`src/rtl/data_mem_arbiter_pkg.sv`:
```
// -----------------------------------------------------------------------------
// data_mem_arbiter_pkg
// Shared definitions for the two-master data-memory arbiter:
//   ADDR_W_DEF / DATA_W_DEF : default address and data widths
//   own_state_t             : ownership state encoding (FREE, OWN0, OWN1)
//   LOCK_MAX / CNT_W        : lock starvation limit and its counter width
// -----------------------------------------------------------------------------
package data_mem_arbiter_pkg;

  localparam int ADDR_W_DEF = 11;
  localparam int DATA_W_DEF = 16;

  // A locked master may hold the memory for at most this many consecutive grants.
  localparam int LOCK_MAX = 16;
  localparam int CNT_W    = $clog2(LOCK_MAX + 1);

  typedef enum logic [1:0] {
    ST_FREE = 2'd0,
    ST_OWN0 = 2'd1,
    ST_OWN1 = 2'd2
  } own_state_t;

endpackage

```
`src/rtl/data_mem_arbiter_rr_grant2.sv`:
```
// -----------------------------------------------------------------------------
// rr_grant2
// Two-requester grant logic with a last-grant pointer, lock ownership and a
// lock starvation counter. The grant is combinational (zero-cycle latency).
// Ports:
//   clk, reset   : clock, asynchronous active-high reset
//   i_req[1:0]   : request per master
//   i_lock[1:0]  : keep-ownership request per master
//   o_gnt[1:0]   : one-hot (or zero) grant
// -----------------------------------------------------------------------------
module rr_grant2
  import data_mem_arbiter_pkg::*;
(
  input  logic       clk,
  input  logic       reset,
  input  logic [1:0] i_req,
  input  logic [1:0] i_lock,
  output logic [1:0] o_gnt
);

  localparam logic [CNT_W-1:0] LOCK_MAX_C = CNT_W'(LOCK_MAX);

  own_state_t       r_state, w_state_next;
  logic             r_ptr, w_ptr_next;      // master that received the last grant
  logic [CNT_W-1:0] r_cnt, w_cnt_next;
  logic [CNT_W-1:0] w_cnt_inc;
  logic             w_any;
  logic             w_sel;

  always_ff @(posedge clk or posedge reset) begin
    if (reset) begin
      r_state <= ST_FREE;
      r_ptr   <= 1'b1;                      // master 0 wins the first tie
      r_cnt   <= '0;
    end else begin
      r_state <= w_state_next;
      r_ptr   <= w_ptr_next;
      r_cnt   <= w_cnt_next;
    end
  end

  // Grant selection
  always_comb begin
    o_gnt = 2'b00;
    case (r_state)
      ST_OWN0: o_gnt[0] = i_req[0];
      ST_OWN1: o_gnt[1] = i_req[1];
      default: begin
        if (i_req == 2'b11) o_gnt[~r_ptr] = 1'b1;
        else                o_gnt = i_req;
      end
    endcase
  end

  assign w_any = |o_gnt;
  assign w_sel = o_gnt[1];

  // Next ownership state, pointer and lock counter
  always_comb begin
    w_state_next = ST_FREE;
    w_ptr_next   = r_ptr;
    w_cnt_next   = '0;
    w_cnt_inc    = '0;
    if (w_any) begin
      w_ptr_next = w_sel;
      if (i_lock[w_sel]) begin
        // The grant that takes ownership from FREE is the first of the run.
        w_cnt_inc = (r_state == ST_FREE) ? CNT_W'(1) : CNT_W'(r_cnt + 1'b1);
        if (w_cnt_inc >= LOCK_MAX_C) begin
          // Forced release; the pointer already names this master, so the
          // other master wins the next tie.
          w_state_next = ST_FREE;
          w_cnt_next   = '0;
        end else begin
          w_state_next = w_sel ? ST_OWN1 : ST_OWN0;
          w_cnt_next   = w_cnt_inc;
        end
      end
    end
  end

endmodule

```
`src/rtl/data_mem_arbiter.sv`:
```
// -----------------------------------------------------------------------------
// data_mem_arbiter
// Arbitrates a single-port data RAM between master 0 (CPU datapath) and
// master 1 (debug/loader). One access per cycle; read data returns one cycle
// after the grant as an rvalid pulse to the master that issued the read.
// Ports:
//   clk, reset                         : clock, asynchronous active-high reset
//   mX_req/wr/lock/addr/wdata          : master X request side
//   mX_gnt, mX_rdata, mX_rvalid        : master X response side
//   ram_rd, ram_wr, ram_addr, ram_wdata: RAM command
//   ram_rdata                          : RAM read data (one cycle after ram_rd)
// -----------------------------------------------------------------------------
module data_mem_arbiter
  import data_mem_arbiter_pkg::*;
#(
  parameter int ADDR_W = ADDR_W_DEF,
  parameter int DATA_W = DATA_W_DEF
) (
  input  logic              clk,
  input  logic              reset,
  input  logic              m0_req,
  input  logic              m0_wr,
  input  logic              m0_lock,
  input  logic [ADDR_W-1:0] m0_addr,
  input  logic [DATA_W-1:0] m0_wdata,
  output logic              m0_gnt,
  output logic [DATA_W-1:0] m0_rdata,
  output logic              m0_rvalid,
  input  logic              m1_req,
  input  logic              m1_wr,
  input  logic              m1_lock,
  input  logic [ADDR_W-1:0] m1_addr,
  input  logic [DATA_W-1:0] m1_wdata,
  output logic              m1_gnt,
  output logic [DATA_W-1:0] m1_rdata,
  output logic              m1_rvalid,
  output logic              ram_rd,
  output logic              ram_wr,
  output logic [ADDR_W-1:0] ram_addr,
  output logic [DATA_W-1:0] ram_wdata,
  input  logic [DATA_W-1:0] ram_rdata
);

  logic [1:0]        w_gnt_raw;
  logic [1:0]        w_gnt;
  logic              w_any;
  logic              w_sel;
  logic              w_wr;
  logic              r_rd_pending;
  logic              r_rd_owner;

  rr_grant2 u_rr_grant2 (
    .clk    (clk),
    .reset  (reset),
    .i_req  ({m1_req, m0_req}),
    .i_lock ({m1_lock, m0_lock}),
    .o_gnt  (w_gnt_raw)
  );

  // Grants are combinational from req, so they are masked while reset is high.
  assign w_gnt  = reset ? 2'b00 : w_gnt_raw;
  assign m0_gnt = w_gnt[0];
  assign m1_gnt = w_gnt[1];
  assign w_any  = |w_gnt;
  assign w_sel  = w_gnt[1];

  assign w_wr      = w_sel ? m1_wr : m0_wr;
  assign ram_rd    = w_any & ~w_wr;
  assign ram_wr    = w_any & w_wr;
  assign ram_addr  = w_any ? (w_sel ? m1_addr : m0_addr) : '0;
  assign ram_wdata = w_any ? (w_sel ? m1_wdata : m0_wdata) : '0;

  // Read-return pipeline: remembers who issued the read granted last cycle.
  always_ff @(posedge clk or posedge reset) begin
    if (reset) begin
      r_rd_pending <= 1'b0;
      r_rd_owner   <= 1'b0;
    end else begin
      r_rd_pending <= ram_rd;
      r_rd_owner   <= w_sel;
    end
  end

  assign m0_rvalid = r_rd_pending & ~r_rd_owner;
  assign m1_rvalid = r_rd_pending & r_rd_owner;
  assign m0_rdata  = m0_rvalid ? ram_rdata : '0;
  assign m1_rdata  = m1_rvalid ? ram_rdata : '0;

endmodule

```
`config.mk`:
```
export PLATFORM = sky130hd
export DESIGN_NAME = data_mem_arbiter
export DESIGN_NICKNAME = d
export VERILOG_FILES = /design/src/rtl/data_mem_arbiter_pkg.sv /design/src/rtl/data_mem_arbiter_rr_grant2.sv /design/src/rtl/data_mem_arbiter.sv
export SDC_FILE = /design/constraint.sdc
export NUM_CORES = 1
export LEC_CHECK = 0
export BUFFER_PORTS_ARGS = -buffer_cell sky130_fd_sc_hd__buf_2
export CORE_UTILIZATION = 36
export CTS_CLUSTER_SIZE = 40
export DETAILED_ROUTE_END_ITERATION = 7
export PLACE_DENSITY_LB_ADDON = 0.3
export SYNTH_ARGS = -nofsm -noshare
export SYNTH_HDL_FRONTEND = slang
export SYNTH_SLANG_ARGS = --single-unit
export TNS_END_PERCENT = 100
```
`constraint.sdc`:
```
create_clock -name clk -period 3.7 [get_ports clk]
set_input_delay 0 -clock clk [delete_from_list [all_inputs] [get_ports clk]]
set_output_delay 0 -clock clk [all_outputs]
set_load 0.01 [all_outputs]
```
==> run metrics <==
CTS root buffer=clkbuf_4; # DRC=0; top-area cell type share of the netlist area=22.7%; Final Hold Fails=0; layout cell share with drive strength beyond 1=50.3%; Mapped Nets=243; worst skew pair latency=0.28 ns; Hold Slack=0.0450 ns; DP HPWL=3380 um; footprint of the multi-input gates=903 um^2; status=finished clean; wire length per cell=11.9 um; Crit path arrival time=2.44 ns; GP Congestion=0.909; Resized Gates After CTS=0; crit path kind=flop to primary output; final setup violation count=0; die area=3670 um^2; initial detailed-routing violation count=40; Core Util, Final=63.5%; CTS Sinks=10; CORE AREA=3150 um^2; synthesized cell area=1240 um^2; CTS max path bufs=2; post-synthesis mux area share=22.7%; placed cell areas=1950 um^2; Post-synth EDFFs=0; fin area=2000 um^2; Async SR Flop Fraction=100%; Synth Area in XOR/XNOR=1.42%; Synth area leader=mux2i_1; Worst Setup End Kind=primary output; WP data required=3.70 ns; post-synthesis sequential element count=10; RSZ-0062 raised after global routing=no; Post-CTS Setup Bufs=0; VDD IR max=0.000215 V; Filler Cell Count=294; CTS H-tree depth=1; vias per std cell=4.66; Reg area=251 um^2; Layout area overhead=61.8%; CTS buffer count=3; FP Rows=20; Max FO, Critical Path=29; CTS tree=built; sequential element share of the synthesized area=20.3%; final net count=383; minimum clock period=2.44 ns; pin count of the biggest net entering global routing=30; number of distinct library cells after synthesis=34; Syn Area/Cell=7.68 um^2; Die Wd=60.6 um; first-pass GRT wire length=5520 um; clk_skew=0.00636 ns; Max-slew headroom=39.0%; WL final=4090 um; drt first pass iters=4; port bufs=142; Worst setup SP type=flop; Synth area leaders=mux2i_1 23%, dfrtp_1 18%, nor2_1 10%, and2_1 8.6%, and3_1 8.1%; gr usage total=20.4%; top_reg_cell synth=dfrtp_1; Synth Area in Compound Gates=6.38%; Adder-Cell Fraction of Synth Area=4.05%; worst hold path type=input port to flop; Yosys warnings=0; ant diodes=0; vias in the first global route=1273; measured slew at the worst slew-check pin=0.913 ns; initial antenna violation count=0; IO Pins=143; Max-Cap Viols=0; Post-Synth Simple-Gate Area=38.3%; Leak Pwr=0.00140 uW; largest family of logic cells by synthesized area=simple AND/OR/NAND/NOR gates; GRT overflow=0; period utilization=66.0%; vias=1603; PwrDens=303 nW/um^2; initial cell density of the core=39.2%; Syn Inst Count=161; final number of max-transition violations=0; Reg clk slew, reported paths=0.07 ns; Max Clk Rate=410 MHz; Detail Route Antenna Nets=0; die height=60.6 um; setup TNS=0 ns
==> sequential cells by signal, indices dropped and copies added, names as in the netlist <==
register	count
r_rd_owner	1
r_rd_pending	1
u_rr_grant2.r_cnt	5
u_rr_grant2.r_ptr	1
u_rr_grant2.r_state	2
==> Yosys cell counts, types with 2 or more instances <==
master,number
nand3_1,2
nor2b_1,4
inv_1,6
nand2_1,6
and2_1,17
and3_1,16
nand3b_1,2
nor3_1,2
clkbuf_1,4
o211ai_2,2
buf_2,2
buf_6,2
nand2b_1,2
mux2i_1,28
ha_1,4
and4_1,2
o21ai_0,2
nor2_1,33
dfrtp_1,9
nor3b_1,2
==> cells in the final DEF (no fill, tap or decap), types with 2 or more instances in the layout <==
cell type  netlist  final
inv_1            6      6
mux2i_1         28     28
nand3_1          2      2
nand2_1          6      6
and4_1           2      2
nor3_1           2      2
nor2_1          33     33
dfrtp_1          9      9
nand2b_1         2      2
and3_1          16     16
buf_2            2    142
o21ai_0          2      2
o211ai_2         2      2
and2_1          17     17
nand3b_1         2      2
nor2b_1          4      4
nor3b_1          2      2
ha_1             4      4
clkbuf_4         0      3
==> per-stage QoR <==
step / std cells / total power [uW] / setup WS [ns]
floorplan: 161 / 381 / 1.90
global route: 344 / 659 / 1.02
finish: 344 / 607 / 1.26
detailed placement: 339 / 505 / 1.53
global placement: 339 / 502 / 1.56
CTS: 344 / 613 / 1.23
==> metal layers <==
metal  track usage (%)  share of wire (%)
met5                 0                  0
met4              3.90               0.66
met3              4.90                8.5
met2              37.8                 51
met1              23.9                 40
==> critical path, cell delays in order (launching register included) <==
cell and delay [ns]:
dfrtp_1 0.35, inv_1 0.06, ha_1 0.39, nand3b_1 0.20, nand4_1 0.10, buf_4 0.42, mux2i_1 0.26, nor2b_1 0.20
buf_2 0.18
==> timing repair <==
| item | in CTS | in global routing |
|---|---|---|
| endpoints found under the hold margin | 9 | 0 |
| setup endpoints to repair | 0 | 0 |
| hold buffers | 1 | 0 |
==> cells by family (layout without fill, tap and decap cells) <==
logic type                 after synthesis  in the layout
xor gates and xnor gates                 2              2
DFF                                     10             10
AOI/OAI and AO/OA                       10             10
adders and majority gates                4              4
muxes                                   28             28
and+or+nand+nor                         90             90
other                                    1              1
buffers and inverters                   16            155
==> layout make-up <==
| class | count | area share [%] |
|---|---|---|
| clock buffer | 4 | 1.81 |
| inverter | 7 | 1.31 |
| multi-input combinational | 135 | 45.2 |
| sequential | 10 | 12.6 |
| tap | 44 | 2.75 |
| timing repair buffer | 144 | 36.4 |
==> worst paths after layout <==
kind | startpoint | end | slack [ns] | cells past startpoint
max reg2reg | u_rr_grant2.r_state[0] | r_rd_pending | 1.62 | 7
min in group asynchronous | reset | u_rr_grant2.r_cnt[4] | 0.27 | 3
min reg2reg | u_rr_grant2.r_cnt[0] | u_rr_grant2.r_cnt[0] | 0.52 | 1
max | u_rr_grant2.r_state[0] | ram_rd | 1.26 | 8
min | m0_req | u_rr_grant2.r_state[0] | 0.05 | 3
max in group asynchronous | reset | u_rr_grant2.r_ptr | 3.09 | 3
==> power breakdown <==
group / leakage (uW) / internal, uW / total [uW] / switching [uW]
sequential: 0.000131 / 130 / 152 / 22.5
clock: 0.0000210 / 60.0 / 103 / 43.4
combinational: 0.00125 / 164 / 351 / 188
total: 0.00140 / 353 / 607 / 254
Note: power is estimated with default switching activity, not from simulation.
